File: src/rtl/vec_pkg.sv
// rtl/vec_pkg.sv - shared vector load/store types and default sizes
package vec_pkg;

    localparam int ELEMS_DEF = 16;
    localparam int DW_DEF    = 16;
    localparam int AW_DEF    = 16;

    localparam logic OP_LOAD  = 1'b0;
    localparam logic OP_STORE = 1'b1;

    typedef enum logic [2:0] {
        S_IDLE,
        S_LD_RUN,
        S_LD_DRAIN,
        S_ST_RUN,
        S_ST_DRAIN,
        S_DONE
    } vec_state_e;

endpackage

File: src/rtl/vec_addr_gen.sv
// rtl/vec_addr_gen.sv - base/stride address accumulator with load and step enables
module vec_addr_gen
    import vec_pkg::*;
#(
    parameter int AW = AW_DEF
) (
    input  logic          Clk1,
    input  logic          Rst_n,
    input  logic          load,
    input  logic          step,
    input  logic [AW-1:0] base,
    input  logic [AW-1:0] stride,
    output logic [AW-1:0] addr
);

    logic [AW-1:0] stride_q;

    // Modulo-2^AW accumulation: wrapping past the top of memory is intended.
    always_ff @(posedge Clk1 or negedge Rst_n) begin
        if (!Rst_n) begin
            addr     <= '0;
            stride_q <= '0;
        end else if (load) begin
            addr     <= base;
            stride_q <= stride;
        end else if (step) begin
            addr     <= addr + stride_q;
        end
    end

endmodule

File: src/rtl/vec_ldst_seq.sv
// rtl/vec_ldst_seq.sv - serial vector load/store sequencer between data memory and vector file
module vec_ldst_seq
    import vec_pkg::*;
#(
    parameter int ELEMS = ELEMS_DEF,
    parameter int DW    = DW_DEF,
    parameter int AW    = AW_DEF
) (
    input  logic          Clk1,
    input  logic          Rst_n,
    input  logic          Start,
    input  logic          Op,
    input  logic [2:0]    VReg,
    input  logic [AW-1:0] Base,
    input  logic [AW-1:0] Stride,
    output logic          Busy,
    output logic          Done,
    output logic [2:0]    VR_Addr,
    output logic          VR_WR_s,
    output logic          VR_RD_s,
    output logic [DW-1:0] VR_DataOut,
    input  logic [DW-1:0] VR_DataIn,
    output logic [AW-1:0] Mem_Addr,
    output logic          Mem_RD,
    output logic          Mem_WR,
    output logic [DW-1:0] Mem_DataOut,
    input  logic [DW-1:0] Mem_DataIn
);

    localparam int            CW   = (ELEMS > 1) ? $clog2(ELEMS) : 1;
    localparam logic [CW-1:0] LAST = CW'(ELEMS - 1);

    vec_state_e    state;
    logic [CW-1:0] cnt;
    logic          ag_load;
    logic          ag_step;

    // Load steps ahead of the read strobe; store steps one beat behind, trailing the file's read latency.
    assign ag_load = (state == S_IDLE) && Start;
    assign ag_step = ((state == S_LD_RUN) && (cnt != LAST)) ||
                     ((state == S_ST_RUN) && (cnt != '0));

    vec_addr_gen #(.AW(AW)) u_addr_gen (
        .Clk1   (Clk1),
        .Rst_n  (Rst_n),
        .load   (ag_load),
        .step   (ag_step),
        .base   (Base),
        .stride (Stride),
        .addr   (Mem_Addr)
    );

    // Memory read data and file read data are already register outputs; gating keeps idle buses at zero.
    assign VR_DataOut  = VR_WR_s ? Mem_DataIn : '0;
    assign Mem_DataOut = Mem_WR  ? VR_DataIn  : '0;

    always_ff @(posedge Clk1 or negedge Rst_n) begin
        if (!Rst_n) begin
            state   <= S_IDLE;
            cnt     <= '0;
            Busy    <= 1'b0;
            Done    <= 1'b0;
            VR_Addr <= '0;
            VR_WR_s <= 1'b0;
            VR_RD_s <= 1'b0;
            Mem_RD  <= 1'b0;
            Mem_WR  <= 1'b0;
        end else begin
            case (state)
                S_IDLE: begin
                    if (Start) begin
                        VR_Addr <= VReg;
                        cnt     <= '0;
                        Busy    <= 1'b1;
                        if (Op == OP_LOAD) begin
                            state  <= S_LD_RUN;
                            Mem_RD <= 1'b1;
                        end else begin
                            state   <= S_ST_RUN;
                            VR_RD_s <= 1'b1;
                        end
                    end
                end
                S_LD_RUN: begin
                    cnt     <= cnt + CW'(1);
                    VR_WR_s <= 1'b1;
                    if (cnt == LAST) begin
                        Mem_RD <= 1'b0;
                        state  <= S_LD_DRAIN;
                    end
                end
                S_LD_DRAIN: begin
                    VR_WR_s <= 1'b0;
                    Done    <= 1'b1;
                    state   <= S_DONE;
                end
                S_ST_RUN: begin
                    cnt    <= cnt + CW'(1);
                    Mem_WR <= 1'b1;
                    if (cnt == LAST) begin
                        VR_RD_s <= 1'b0;
                        state   <= S_ST_DRAIN;
                    end
                end
                S_ST_DRAIN: begin
                    Mem_WR <= 1'b0;
                    Done   <= 1'b1;
                    state  <= S_DONE;
                end
                S_DONE: begin
                    // Strobes are already low here, so back-to-back commands see a restart edge.
                    Done  <= 1'b0;
                    Busy  <= 1'b0;
                    state <= S_IDLE;
                end
                default: state <= S_IDLE;
            endcase
        end
    end

endmodule
File: config.mk
export PLATFORM = sky130hd
export DESIGN_NAME = vec_ldst_seq
export DESIGN_NICKNAME = d
export VERILOG_FILES = /design/src/rtl/vec_pkg.sv /design/src/rtl/vec_addr_gen.sv /design/src/rtl/vec_ldst_seq.sv
export SDC_FILE = /design/constraint.sdc
export NUM_CORES = 1
export LEC_CHECK = 0
export BUFFER_PORTS_ARGS = -buffer_cell sky130_fd_sc_hd__clkbuf_2
export CORE_UTILIZATION = 44
export DETAILED_ROUTE_END_ITERATION = 8
export GPL_TIMING_DRIVEN = 0
export PLACE_DENSITY = 0.84
export SKIP_CTS_REPAIR_TIMING = 1
export SLEW_MARGIN = 5
export SYNTH_ARGS = -nofsm -noshare
export SYNTH_HDL_FRONTEND = slang
export SYNTH_HIERARCHICAL = 1
export SYNTH_SLANG_ARGS = --single-unit
File: constraint.sdc
create_clock -name Clk1 -period 2.3 [get_ports Clk1]
set_input_delay 0.23 -clock Clk1 [delete_from_list [all_inputs] [get_ports Clk1]]
set_output_delay 0.23 -clock Clk1 [all_outputs]
set_load 0.005 [all_outputs]
Word-level counts from Yosys, hierarchy flattened
Index checks and enable logic that the tools add are counted.
{"block": "totals", "reg_bits": 48, "latch_bits": 0, "ramBits": 0, "rom_bits": 0, "inputBits": 71, "out_inout_bits": 57, "elab_cells": 70, "n_memories": 0}
{"block": "classes", "n_addsub": 2, "n_mul": 0, "div_mod_pow": 0, "n_lt_le_gt_ge": 0, "eq_ne": 12, "shift": 0, "muxes": 23, "n_bitwise": 0, "reduce_logical": 22}
{"cell": "2-to-1 mux 16 bit", "n": 4}
{"cell": "adder 16 bit", "n": 1}
{"cell": "nonzero test 2 bit", "n": 8}
{"cell": "one-hot mux 1 bit (2 select lines)", "n": 6}
{"cell": "one-hot mux 3 bit (4 select lines)", "n": 1}
{"cell": "2-to-1 mux 3 bit", "n": 3}
{"cell": "one-hot mux 4 bit (2 select lines)", "n": 1}
{"cell": "AND reduction 4 bit", "n": 2}
{"cell": "equality test 3 x 2 -> 1 bit (second input constant)", "n": 2}
{"cell": "equality test 3 bit (second input constant)", "n": 2}
{"cell": "2-to-1 mux 1 bit", "n": 6}
{"cell": "inequality test 2 bit (second input constant)", "n": 3}
{"cell": "AND reduction 2 bit", "n": 3}
{"cell": "adder 4 x 1 -> 4 bit (second input constant)", "n": 1}
{"cell": "equality test 4 bit (second input constant)", "n": 1}
{"cell": "2-to-1 mux 4 bit", "n": 1}
{"cell": "inequality test 2 x 1 -> 1 bit (second input constant)", "n": 2}
{"cell": "inequality test 4 bit (second input constant)", "n": 1}
{"cell": "nonzero test 4 bit", "n": 1}
{"cell": "OR reduction 2 bit", "n": 2}
{"cell": "equality test 3 x 1 -> 1 bit (second input constant)", "n": 1}
{"cell": "logical AND 1 bit", "n": 3}
{"cell": "logical NOT 3 bit", "n": 1}
{"cell": "AND reduction 3 bit", "n": 1}
{"cell": "2 further kinds", "n": 2}

Longest topological paths before layout
Gate-level depths: netlist of run 1.
{"block": "logic_depth", "word_depth": 5, "depth_mapped": 10}

Hierarchy
The synthesis of run 1 kept the hierarchy.
{"module": "vec_addr_gen", "n_inst": 1, "cells_each": 201, "area_each_um2": 2026.9, "seq_area_each_um2": 800.8}
{"module": "vec_ldst_seq", "n_inst": 1, "cells_each": 112, "area_each_um2": 998.5, "seq_area_each_um2": 400.4}

Least setup slack after synthesis of run 1
Ideal clock, no wire load.
{"block": "synth_timing", "kind": "register -> register", "start": "reg u_addr_gen.addr[4]", "end": "reg u_addr_gen.addr[13]", "arrival_time_ns": 2.093, "t_required_ns": 2.169, "setup_slack_ns": 0.076, "path_stages_with_launch": 8, "period_less_slack_ns": 2.224, "path_cell_list": "dfrtp_1 > ha_1 > a211oi_2 > nor2_1 > o31a_1 > o31a_1 > o21ai_1 > or3b_1"}
{"block": "synth_between", "elab_chain_len": 3}
{"element": "start, declared", "line": "vec_addr_gen.sv:13", "text": "output logic [AW-1:0] addr"}
{"element": "start signal, assigned", "line": "vec_addr_gen.sv:24", "text": "addr <= base;"}
{"element": "start signal, assigned", "line": "vec_addr_gen.sv:27", "text": "addr <= addr + stride_q;"}
{"element": "adder 16 bit", "line": "vec_addr_gen.sv:27"}
{"element": "2-to-1 mux 16 bit", "line": "vec_addr_gen.sv:26", "text": "end else if (step) begin"}
{"element": "2-to-1 mux 16 bit", "line": "vec_addr_gen.sv:23", "text": "end else if (load) begin"}
No other way between the ends. The select of a mux whose other input is x is not followed.
A chain may end at the register's enable or synchronous reset.

Worst setup path in the final report of run 1
{"block": "layout_timing", "start": "reg u_addr_gen.addr[0]", "end": "reg u_addr_gen.addr[6]"}
The elaborated chain is that of the path after synthesis.

==> flow_summary_export.csv, run 1 <==
group,metric,value,unit
outcome,outcome,"complete, but fails checks",
outcome,violations,"DRC",
die,die_y,84.9,um
die,overall_die_area,7210,um^2
timing,final_period_minus_worst_setup_slack,2.23,ns
global_route,globalRouteOverflowTotal,0,
timing,hold_violations,0,
drt,drt-initial-drc-count,148,
final_layout,layout.filler_cells,582,
timing,setup_slack,0.0676,ns
timing,tightest_slew,1.08,ns
worst_setup_path,worst_path_most_repeated_cell,"sky130_fd_sc_hd__a21oi_1",
clocking,htree_num_levels,2,
worst_setup_path,path_class,"flop to flop",
global_route,grt.total_usage,0.218,
synthesis,synth_enable_flop_cells,0,
clocking,tritoncts.num_buffers,5,
synthesis,synth_top_cells_by_area,"sky130_fd_sc_hd__dfrtp_1 40%, sky130_fd_sc_hd__mux2_2 7.1%, sky130_fd_sc_hd__ha_1 7.0%",
die,dieWidth,84.9,um
place,dp.final_hpwl,5730,um
final_layout,final_nets,535,
final_layout,post_layout_nonfiller_instances,524,
synthesis,synthesis.yosys.warnings,6,
synthesis,fraction_of_synthesized_cell_area_taken_by_the_top_area_cell_type,0.397,
global_route,wire_length_of_the_first_global_routing_pass,12700,um
final_layout,seqCellArea,1200,um^2
timing,rsz0062_at_grt,"true",
final_layout,post_route_utilization,0.605,
job,max_cap_viol_count,0,
clocking,cts_buffer_depth,2,
clocking,clk_root_buffer_cell,"sky130_fd_sc_hd__clkbuf_8",
final_layout,num_antenna_cells,0,
pwr,p_leak,1.92,nW
clocking,cts.reportedPaths.clkPinSlew,0.09,ns
drt,highest_routing_layer_actually_used,"met4",
global_route,number_of_antenna_violations_at_the_first_check_in_global_routing,0,
pwr,power_dissipated_by_switching_net_loads,2.65,mW
synthesis,ys_seq_elements,48,
synthesis,postSynthNetCount,402,
synthesis,yosysUniqueCellTypes,53,
synthesis,ys_seq_area_frac,0.397,
global_route,first_global_vias,2855,
worst_setup_path,startpoint_type,"flop",
hold_path,worst_hold_path_type,"input pin to asynchronous set/reset pin",
synthesis,synth_ff_type,"sky130_fd_sc_hd__dfrtp_1",
place,place_ws,-0.514,ns
die,row_count,29,
worst_setup_path,worstPathCellList,"ha_1 > fa_2 > a21o_1 > a21oi_1 > o21bai_1 > a21oi_1 > xor2_1 > o21ai_0",
timing,period_utilization_post_route,0.971,
pwr,power_density,1530,nW/um^2
synthesis,synth_largest_area_cell,"sky130_fd_sc_hd__dfrtp_1",
global_route,pin_count_of_the_biggest_net_entering_global_routing,49,
drt,detail_route.wl_per_cell,14.6,um
timing,setup_viol_count_final,0,
pwr,worst_ir_drop_vdd,1.04,mV
drt,route.antenna.remaining_nets,0,
timing,timing.final.max_slew_violations,0,
synthesis,syn_avg_cell_area,9.67,um^2
timing,fin_skew,0.00399,ns
final_layout,layout-drive-gt1-share,0.405,
worst_setup_path,largest_incremental_delay_on_the_critical_path,0.41,ns
worst_setup_path,worst_setup_path_end_kind,"flop",
pwr,p_clk_frac,0.088,
clocking,cts.sinks,48,
die,floorplan.initialDensity,0.466,
final_layout,area_delta_synth_final,29.8,%
pwr,power.share.switching,0.441,
timing,fmax,0.448,GHz
drt,drt_wl_total,7640,um
worst_setup_path,critical_path_arrival,2.41,ns
drt,route.met3.wl,442,um
place,numPlacedInstances,517,
place,dpl_cell_area,3760,um^2
drt,number_of_iterations_in_the_first_detailed_routing_pass,9,
final_layout,design_area,3930,um^2
final_layout,area_of_combinational_cells_with_multiple_inputs,1800,um^2
clocking,insertion_delay,0.30,ns
drt,dr_wl_met2,3730,um
worst_setup_path,critical_path_required,2.47,ns
die,floorplan.core_area,6490,um^2
synthesis,yosys.cell_count.top_type,"sky130_fd_sc_hd__dfrtp_1",
drt,via_count,2854,
timing,fin_setup_tns,0,ns
synthesis,synthArstFlopShare,1.00,
drt,vias_per_cell,5.45,
worst_setup_path,cp_max_stage_cell,"sky130_fd_sc_hd__dfrtp_1",
timing,slew_headroom,0.282,
pwr,report.power.total,6.02,mW
pwr,sequentialPowerShare,0.273,
worst_setup_path,timing.critical_path.fanout_max,3,
pwr,internal-power,3.36,mW
timing,whs,0.115,ns
die,io_pins,128,
place,place_congestion,0.871,
synthesis,yosys-top-cells-count,"48 x sky130_fd_sc_hd__dfrtp_1, 33 x sky130_fd_sc_hd__and2_1, 29 x sky130_fd_sc_hd__o21ai_0, 22 x sky130_fd_sc_hd__a21oi_1, 20 x sky130_fd_sc_hd__nand2_1",
clocking,clock_tree_from_tritoncts,"done",
drt,drc,11,
synthesis,synth_cells,313,
drt,route.layer.met1.wl,3320,um
place,port-buffer-count,127,
synthesis,synthesis.area,3030,um^2
pwr,combPwrFrac,0.639,
==> placed cells by master (no fill, tap or decap), types with 4 or more instances in the layout <==
master / n
sky130_fd_sc_hd__clkbuf_1: 7
sky130_fd_sc_hd__nand2_1: 20
sky130_fd_sc_hd__nand3_1: 7
sky130_fd_sc_hd__mux2i_1: 6
sky130_fd_sc_hd__clkbuf_8: 7
sky130_fd_sc_hd__a21o_1: 4
sky130_fd_sc_hd__inv_1: 8
sky130_fd_sc_hd__ha_1: 14
sky130_fd_sc_hd__a21oi_1: 19
sky130_fd_sc_hd__xnor2_1: 5
sky130_fd_sc_hd__nor2b_1: 5
sky130_fd_sc_hd__clkbuf_2: 129
sky130_fd_sc_hd__and2_1: 33
sky130_fd_sc_hd__xor2_1: 4
sky130_fd_sc_hd__nor2_1: 10
sky130_fd_sc_hd__mux2_2: 19
sky130_fd_sc_hd__a22oi_1: 7
sky130_fd_sc_hd__dfrtp_1: 48
sky130_fd_sc_hd__o21ai_0: 28
==> final cells by class <==
type                    count  share of cell area
inverters                   9             0.00860
clock buffers               8              0.0229
flip-flops and latches     48               0.306
well taps                  77              0.0245
multi-input cells         243               0.459
repair buffers            127               0.162
plain buffers              12              0.0172
==> worst max-delay path, delay by kind of cell, from the launching register on <==
family                   cells  cell delay (ns)
adder cells (fa/ha/maj)      2             0.63
flip-flops                   1             0.41
XOR/XNOR                     1             0.18
AO/OA/AOI/OAI                5             0.89
==> power groups by stage <==
stage          Clock (mW)  Combinational (mW)  Sequential (mW)
2_1_floorplan           0                2.66             1.57
3_3_place_gp            0                3.42             1.61
3_5_place_dp            0                3.58             1.63
4_1_cts             0.531                3.61             1.62
5_1_grt             0.566                4.32             1.70
6_report            0.527                3.85             1.64
==> cells by family after synthesis <==
logic type / Yosys count / share of synthesized area
AND/OR/NAND/NOR: 99 / 0.186
AO/OA/AOI/OAI: 92 / 0.191
flip-flops: 48 / 0.397
multiplexers: 25 / 0.0906
buffers and inverters: 22 / 0.0318
adder cells (fa/ha/maj): 18 / 0.0769
XOR/XNOR: 9 / 0.0261
==> metal layers <==
layer / global-route usage / up-vias
li1: - / 1396
met1: 0.275 / 1326
met2: 0.382 / 119
met3: 0.0350 / 13
met4: 0.0740 / 0
met5: 0 / -
==> sequential cells by signal, summed over array words and instances, names as in the netlist <==
signal	flops
Mem_RD	1
cnt	4
VR_Addr	3
Done	1
VR_WR_s	1
u_addr_gen/addr	16
Mem_WR	1
VR_RD_s	1
Busy	1
state	3
u_addr_gen/stride_q	16
==> path summary, 6_finish.rpt <==
check	start	end	slack (ns)	cells past startpoint
max in group asynchronous	Rst_n	u_addr_gen/addr[9]	1.51	1
worst min register to register	VR_Addr[2]	VR_Addr[2]	0.52	1
min in group Clk1	Base[0]	u_addr_gen/addr[0]	0.14	3
worst max register to register	u_addr_gen/addr[0]	u_addr_gen/addr[6]	0.07	8
worst max-delay path	u_addr_gen/addr[0]	u_addr_gen/addr[6]	0.07	8
worst min-delay path	Rst_n	u_addr_gen/stride_q[12]	0.11	1
Power figures use the tool's default switching activity.
==> run 2: changes to the inputs <==
--- a/config.mk
+++ b/config.mk
@@ -9,10 +9,9 @@
 export CORE_UTILIZATION = 44
 export DETAILED_ROUTE_END_ITERATION = 8
 export GPL_TIMING_DRIVEN = 0
-export PLACE_DENSITY = 0.84
+export PLACE_DENSITY = 0.77
 export SKIP_CTS_REPAIR_TIMING = 1
 export SLEW_MARGIN = 5
 export SYNTH_ARGS = -nofsm -noshare
 export SYNTH_HDL_FRONTEND = slang
-export SYNTH_HIERARCHICAL = 1
 export SYNTH_SLANG_ARGS = --single-unit
==> run 2 against run 1 <==
Effect of this change: the flow now finishes without violations; worst setup slack improved by 0.022 ns; register-to-register slack improved by 0.02 ns; non-clock buffer count rose by 7; critical path depth did not move; wire length rose by 2.0%; cell count rose by 12%; synthesized cell count rose by 18%; sequential share of layout area fell by 0.26 points; final area rose by 0.86%; sequential power barely moved; first-iteration DRC count rose by 17%; combinational power fell by 5%; critical path type unchanged; largest power group unchanged.
==> flow_summary_export.csv, run 2 <==
group,metric,value,unit
outcome,outcome,"finished clean",
drt,number_of_iterations_in_the_first_detailed_routing_pass,4,
worst_setup_path,length_in_cells_of_the_worst_reg_to_reg_path,8,
final_layout,num_antenna_cells,0,
final_layout,area_of_combinational_cells_with_multiple_inputs,1790,um^2
synthesis,yosysUniqueCellTypes,53,
clocking,tritoncts.num_buffers,5,
worst_setup_path,timing.critical_path.fanout_max,3,
die,die_y,85.6,um
synthesis,synthArstFlopShare,1.00,
pwr,power_density,1460,nW/um^2
drt,drt_wl_total,7790,um
global_route,first_global_vias,2836,
worst_setup_path,startpoint_type,"flop",
final_layout,most-common-layout-cells,"126 x sky130_fd_sc_hd__clkbuf_2, 90 x sky130_fd_sc_hd__nand2_1, 48 x sky130_fd_sc_hd__dfrtp_1, 33 x sky130_fd_sc_hd__and2_1",
timing,fmax,0.452,GHz
synthesis,synth_cells,370,
drt,vias_per_cell,5.27,
timing,tightest_slew,0.507,ns
final_layout,top_regs,"u_addr_gen.addr: 16 flops, u_addr_gen.stride_q: 16 flops, cnt: 4 flops",
synthesis,ys_seq_elements,48,
worst_setup_path,critical_path_required,2.53,ns
die,dieWidth,85.6,um
worst_setup_path,path_class,"flop to flop",
drt,drt-initial-drc-count,173,
die,floorplan.initialDensity,0.455,
timing,final_period_minus_worst_setup_slack,2.21,ns
synthesis,postSynthNetCount,459,
timing,whs,0.112,ns
synthesis,synth_top_cells_by_area,"sky130_fd_sc_hd__dfrtp_1 39%, sky130_fd_sc_hd__nand2_1 11%, sky130_fd_sc_hd__ha_1 6.9%",
drt,drc,0,
clocking,htree_num_levels,2,
final_layout,area_delta_synth_final,28.8,%
global_route,number_of_antenna_violations_at_the_first_check_in_global_routing,0,
worst_setup_path,cp_max_stage_cell,"sky130_fd_sc_hd__dfrtp_1",
final_layout,seqCellArea,1200,um^2
place,place_congestion,0.838,
place,port-buffer-count,127,
synthesis,syn_avg_cell_area,8.31,um^2
die,floorplan.core_area,6760,um^2
drt,route.antenna.remaining_nets,0,
die,overall_die_area,7330,um^2
global_route,globalRouteOverflowTotal,0,
synthesis,synth_largest_area_cell,"sky130_fd_sc_hd__dfrtp_1",
clocking,cts_buffer_depth,2,
hold_path,hold-path-cell-count,3,
clocking,cts.reportedPaths.clkPinSlew,0.09,ns
global_route,wire_length_of_the_first_global_routing_pass,12600,um
place,numPlacedInstances,577,
hold_path,worst_hold_path_type,"input pin to flop",
pwr,report.power.total,5.79,mW
clocking,cts.sinks,48,
global_route,pin_count_of_the_biggest_net_entering_global_routing,49,
worst_setup_path,worst_setup_path_end_kind,"flop",
final_layout,layout.filler_cells,630,
synthesis,synth_ff_type,"sky130_fd_sc_hd__dfrtp_1",
synthesis,synth_enable_flop_cells,0,
synthesis,fraction_of_synthesized_cell_area_taken_by_the_top_area_cell_type,0.391,
worst_setup_path,largest_incremental_delay_on_the_critical_path,0.41,ns
timing,period_utilization_post_route,0.961,
drt,via_count,3091,
die,io_pins,128,
global_route,grt.total_usage,0.216,
timing,rsz0062_at_grt,"false",
timing,fin_skew,0.00939,ns
synthesis,ys_seq_area_frac,0.391,
worst_setup_path,worstPathCellList,"ha_2 > fa_2 > a211oi_4 > o211ai_1 > a221oi_2 > xnor2_1 > nand2_1 > a21oi_2",
timing,hold_violations,0,
place,dp.final_hpwl,6030,um
job,max_cap_viol_count,0,
synthesis,yosys-top-cells-count,"90 x sky130_fd_sc_hd__nand2_1, 48 x sky130_fd_sc_hd__dfrtp_1, 33 x sky130_fd_sc_hd__and2_1, 22 x sky130_fd_sc_hd__o21ai_0, 21 x sky130_fd_sc_hd__nor2_1",
clocking,insertion_delay,0.30,ns
final_layout,layout-drive-gt1-share,0.300,
drt,detail_route.wl_per_cell,13.3,um
synthesis,synthesis.yosys.warnings,0,
worst_setup_path,critical_path_depth,8,
die,row_count,30,
clocking,clock_tree_from_tritoncts,"done",
worst_setup_path,critical_path_arrival,2.44,ns
synthesis,yosys.cell_count.top_type,"sky130_fd_sc_hd__nand2_1",
pwr,worst_ir_drop_vdd,0.852,mV
clocking,clk_root_buffer_cell,"sky130_fd_sc_hd__clkbuf_8",
timing,timing.final.max_slew_violations,0,
final_layout,final_nets,595,
timing,setup_viol_count_final,0,
final_layout,post_layout_nonfiller_instances,587,
synthesis,synthesis.area,3080,um^2
pwr,p_leak,2.02,nW
final_layout,layout_commonest_cell,"sky130_fd_sc_hd__clkbuf_2",
worst_setup_path,critPathTopFamily,"compound AO/OA/AOI/OAI gates",
worst_setup_path,worstPathBufferInverterCount,0,
timing,slew_headroom,0.662,
-- run 2: changes by cell type in the layout (fill, tap and decap cells not counted), sizes merged, moves of 4 or more --
cell,change
nand2,+70
nand3,+4
o21ai,+5
a21oi,-5
mux2,-19
buf,+8
nor2,+11
a31oi,+5
-- run 2: final timing paths --
kind	startpoint	to	slack, ns
max	u_addr_gen.addr[0]	u_addr_gen.addr[10]	0.09
min	Stride[6]	u_addr_gen.stride_q[6]	0.11
max reg2reg	u_addr_gen.addr[0]	u_addr_gen.addr[10]	0.09
min reg2reg	VR_Addr[2]	VR_Addr[2]	0.48
max in group asynchronous	Rst_n	u_addr_gen.stride_q[12]	1.42
min in group asynchronous	Rst_n	u_addr_gen.stride_q[3]	0.36
-- run 2: logic make-up (layout without fill, tap and decap cells) --
| logic type | after synthesis | count (layout) | share of synthesized area |
|---|---|---|---|
| AND/OR/NAND/NOR | 175 | 175 | 0.263 |
| AO/OA/AOI/OAI | 93 | 93 | 0.194 |
| flip-flops | 48 | 48 | 0.391 |
| buffers and inverters | 24 | 161 | 0.0370 |
| adder cells (fa/ha/maj) | 18 | 18 | 0.0757 |
| XOR/XNOR | 8 | 8 | 0.0228 |
| multiplexers | 4 | 4 | 0.0171 |
-- run 2: through the flow --
stage | TNS [ns] | area (um^2) | utilization | setup WS, ns
after floorplan | 0 | 3080 | - | 0.112
after global placement | -0.0865 | 3810 | 0.564 | -0.0865
after detailed placement | -0.153 | 3810 | 0.564 | -0.144
after CTS | -0.210 | 3900 | 0.577 | -0.170
after global routing | 0 | 3960 | 0.586 | 0.00121
final | 0 | 3960 | 0.586 | 0.0894
-- run 2: metal layers --
| metal | vias to the layer above | share of wire | wire length (um) | global-route usage |
|---|---|---|---|---|
| li1 | 1558 | - | - | - |
| met1 | 1421 | 0.44 | 3430 | 0.280 |
| met2 | 104 | 0.49 | 3850 | 0.372 |
| met3 | 8 | 0.054 | 417 | 0.0375 |
| met4 | 0 | 0.012 | 92 | 0.0591 |
| met5 | - | 0 | 0 | 0 |
-- run 2: worst min-delay path, cell delays in order --
cell and delay [ns]:
sky130_fd_sc_hd__clkbuf_2 0.07, sky130_fd_sc_hd__nand2_1 0.04, sky130_fd_sc_hd__nand2_1 0.04
-- run 2: power by group --
group	internal (mW)	switching, mW
Sequential	1.26	0.347
Clock	0.246	0.278
Combinational	1.67	1.99
-- run 2: final cells by class --
class	instances	area share
sequential	48	0.303
inverter	7	0.00664
multi-input combinational	298	0.452
buffer	17	0.0221
tap	80	0.0253
clock buffer	8	0.0227
timing repair buffer	129	0.168
==> run 3: changes to the inputs <==
--- a/config.mk
+++ b/config.mk
@@ -10,6 +10,7 @@
 export DETAILED_ROUTE_END_ITERATION = 8
 export GPL_TIMING_DRIVEN = 0
 export PLACE_DENSITY = 0.77
+export REMOVE_ABC_BUFFERS = 1
 export SKIP_CTS_REPAIR_TIMING = 1
 export SLEW_MARGIN = 5
 export SYNTH_ARGS = -nofsm -noshare
==> run 3 against run 2 <==
Effect of this change: die area stayed put; non-clock buffer count decreased by 17; flip-flop and latch count did not move; sequential share of layout area increased by 0.57 points; worst setup slack got worse by 0.059 ns; largest power group unchanged.
==> flow_summary_export.csv, run 3 (same netlist as run 2, synthesis figures left out) <==
group,metric,value,unit
worst_setup_path,worst_setup_path_end_kind,"flop",
hold_path,worst_hold_path_type,"input pin to asynchronous set/reset pin",
timing,setup_slack,0.0303,ns
final_layout,post_layout_nonfiller_instances,570,
die,row_count,30,
place,numPlacedInstances,560,
place,place_ws,-0.234,ns
clocking,cts_buffer_depth,2,
die,dieWidth,85.6,um
die,io_pins,128,
place,port-buffer-count,127,
worst_setup_path,largest_incremental_delay_on_the_critical_path,0.43,ns
clocking,tritoncts.num_buffers,5,
global_route,globalRouteOverflowTotal,0,
final_layout,layout_commonest_cell,"sky130_fd_sc_hd__clkbuf_2",
drt,vias_per_cell,5.33,
timing,final_period_minus_worst_setup_slack,2.27,ns
worst_setup_path,critical_path_arrival,2.47,ns
final_layout,layout-drive-gt1-share,0.308,
die,die_y,85.6,um
timing,rsz0062_at_grt,"true",
timing,fin_setup_tns,0,ns
timing,tightest_slew,1.07,ns
drt,via_count,3039,
timing,hold_violations,0,
clocking,clock_tree_from_tritoncts,"done",
pwr,worst_ir_drop_vdd,0.731,mV
clocking,htree_num_levels,2,
drt,route.antenna.remaining_nets,0,
global_route,pin_count_of_the_biggest_net_entering_global_routing,49,
clocking,cts.sinks,48,
die,overall_die_area,7330,um^2
worst_setup_path,cp_max_stage_cell,"sky130_fd_sc_hd__dfrtp_1",
final_layout,area_delta_synth_final,26.4,%
timing,setup_viol_count_final,0,
clocking,insertion_delay,0.30,ns
drt,drc,0,
global_route,grt.total_usage,0.214,
pwr,power_density,1510,nW/um^2
timing,timing.final.max_slew_violations,0,
drt,detail_route.wl_per_cell,13.7,um
worst_setup_path,worstPathBufferInverterCount,1,
global_route,number_of_antenna_violations_at_the_first_check_in_global_routing,0,
place,place_congestion,0.873,
final_layout,most-common-layout-cells,"126 x sky130_fd_sc_hd__clkbuf_2, 89 x sky130_fd_sc_hd__nand2_1, 48 x sky130_fd_sc_hd__dfrtp_1, 32 x sky130_fd_sc_hd__and2_1, 22 x sky130_fd_sc_hd__o21ai_0",
timing,slew_headroom,0.290,
final_layout,final_nets,578,
drt,drt_wl_total,7780,um
worst_setup_path,critPathTopFamily,"simple AND/OR/NAND/NOR gates",
job,max_cap_viol_count,0,
worst_setup_path,worstPathCellList,"inv_1 > ha_1 > or3b_1 > a32oi_1 > or2_4 > or3_1 > mux2i_1 > a221o_1",
timing,fmax,0.441,GHz
worst_setup_path,startpoint_type,"flop",
drt,drt-initial-drc-count,123,
clocking,cts.reportedPaths.clkPinSlew,0.10,ns
timing,period_utilization_post_route,0.987,
pwr,p_leak,1.98,nW
timing,fin_skew,0.00863,ns
global_route,use_met3,0.0346,
final_layout,num_antenna_cells,0,
final_layout,top_regs,"u_addr_gen.addr: 16 flops, u_addr_gen.stride_q: 16 flops, cnt: 4 flops",
worst_setup_path,path_class,"flop to flop",
place,dp.final_hpwl,5590,um
die,floorplan.core_area,6760,um^2
clocking,clk_root_buffer_cell,"sky130_fd_sc_hd__clkbuf_8",
global_route,global_route_met1_usage,0.284,
global_route,met2_usage,0.369,
global_route,wire_length_of_the_first_global_routing_pass,12600,um
drt,number_of_iterations_in_the_first_detailed_routing_pass,5,
final_layout,post_route_utilization,0.575,
global_route,first_global_vias,2722,
worst_setup_path,timing.critical_path.fanout_max,21,
global_route,grt_most_used_layer,"met2",
outcome,outcome,"finished clean",
die,floorplan.initialDensity,0.455,
worst_setup_path,critical_path_required,2.50,ns
[run 3: changes by cell type in the layout (fill, tap and decap cells not counted), sizes merged]
cell / previous run / this run
buf: 11 / 3
bufinv: 0 / 1
clkbuf: 142 / 131
clkinv: 0 / 1
clkinvlp: 0 / 1
dlygate4sd3: 1 / 0
[run 3: report_power, final]
part,internal (mW),switching (mW)
Sequential,1.26,0.382
Clock,0.322,0.300
Combinational,1.63,1.96
[run 3: path summary, 6_finish.rpt]
kind	startpoint	endpoint	slack, ns	cells after the start
worst min register to register	u_addr_gen.stride_q[3]	u_addr_gen.stride_q[3]	0.49	2
worst max register to register	cnt[0]	u_addr_gen.addr[11]	0.03	8
worst min-delay path	Rst_n	u_addr_gen.stride_q[9]	0.11	1
worst max-delay path	cnt[0]	u_addr_gen.addr[11]	0.03	8
min in group Clk1	Stride[9]	u_addr_gen.stride_q[9]	0.11	3
max in group asynchronous	Rst_n	cnt[0]	1.52	1
[run 3: stage by stage]
stage | instance area [um^2] | power (mW) | hold slack [ns]
floorplan | 2990 | 4.11 | -0.0656
global placement | 3720 | 4.95 | 0.419
detailed placement | 3720 | 5.07 | 0.426
CTS | 3840 | 5.71 | 0.106
global route | 3890 | 6.40 | 0.114
finish | 3890 | 5.86 | 0.105
[run 3: area by class of cell]
type / instances / area, um^2
clock buffer: 5 / 68.8
clock inverter: 3 / 42.5
fill: 640 / 2870
inverter: 7 / 26.3
multi-input combinational: 298 / 1800
sequential: 48 / 1200
tap: 80 / 100
timing repair buffer: 129 / 651
[run 3: worst register-to-register path, stage by stage, from the launching register on]
cell                      delay [ns]
sky130_fd_sc_hd__dfrtp_1        0.43
sky130_fd_sc_hd__inv_1          0.08
sky130_fd_sc_hd__ha_1           0.13
sky130_fd_sc_hd__or3b_1         0.34
sky130_fd_sc_hd__a32oi_1        0.34
sky130_fd_sc_hd__or2_4          0.36
sky130_fd_sc_hd__or3_1          0.16
sky130_fd_sc_hd__mux2i_1        0.07
sky130_fd_sc_hd__a221o_1        0.26
[run 3: layer usage]
layer / vias up / share of wire
li1: 1522 / -
met1: 1401 / 0.46
met2: 108 / 0.47
met3: 8 / 0.057
met4: 0 / 0.011
met5: - / 0
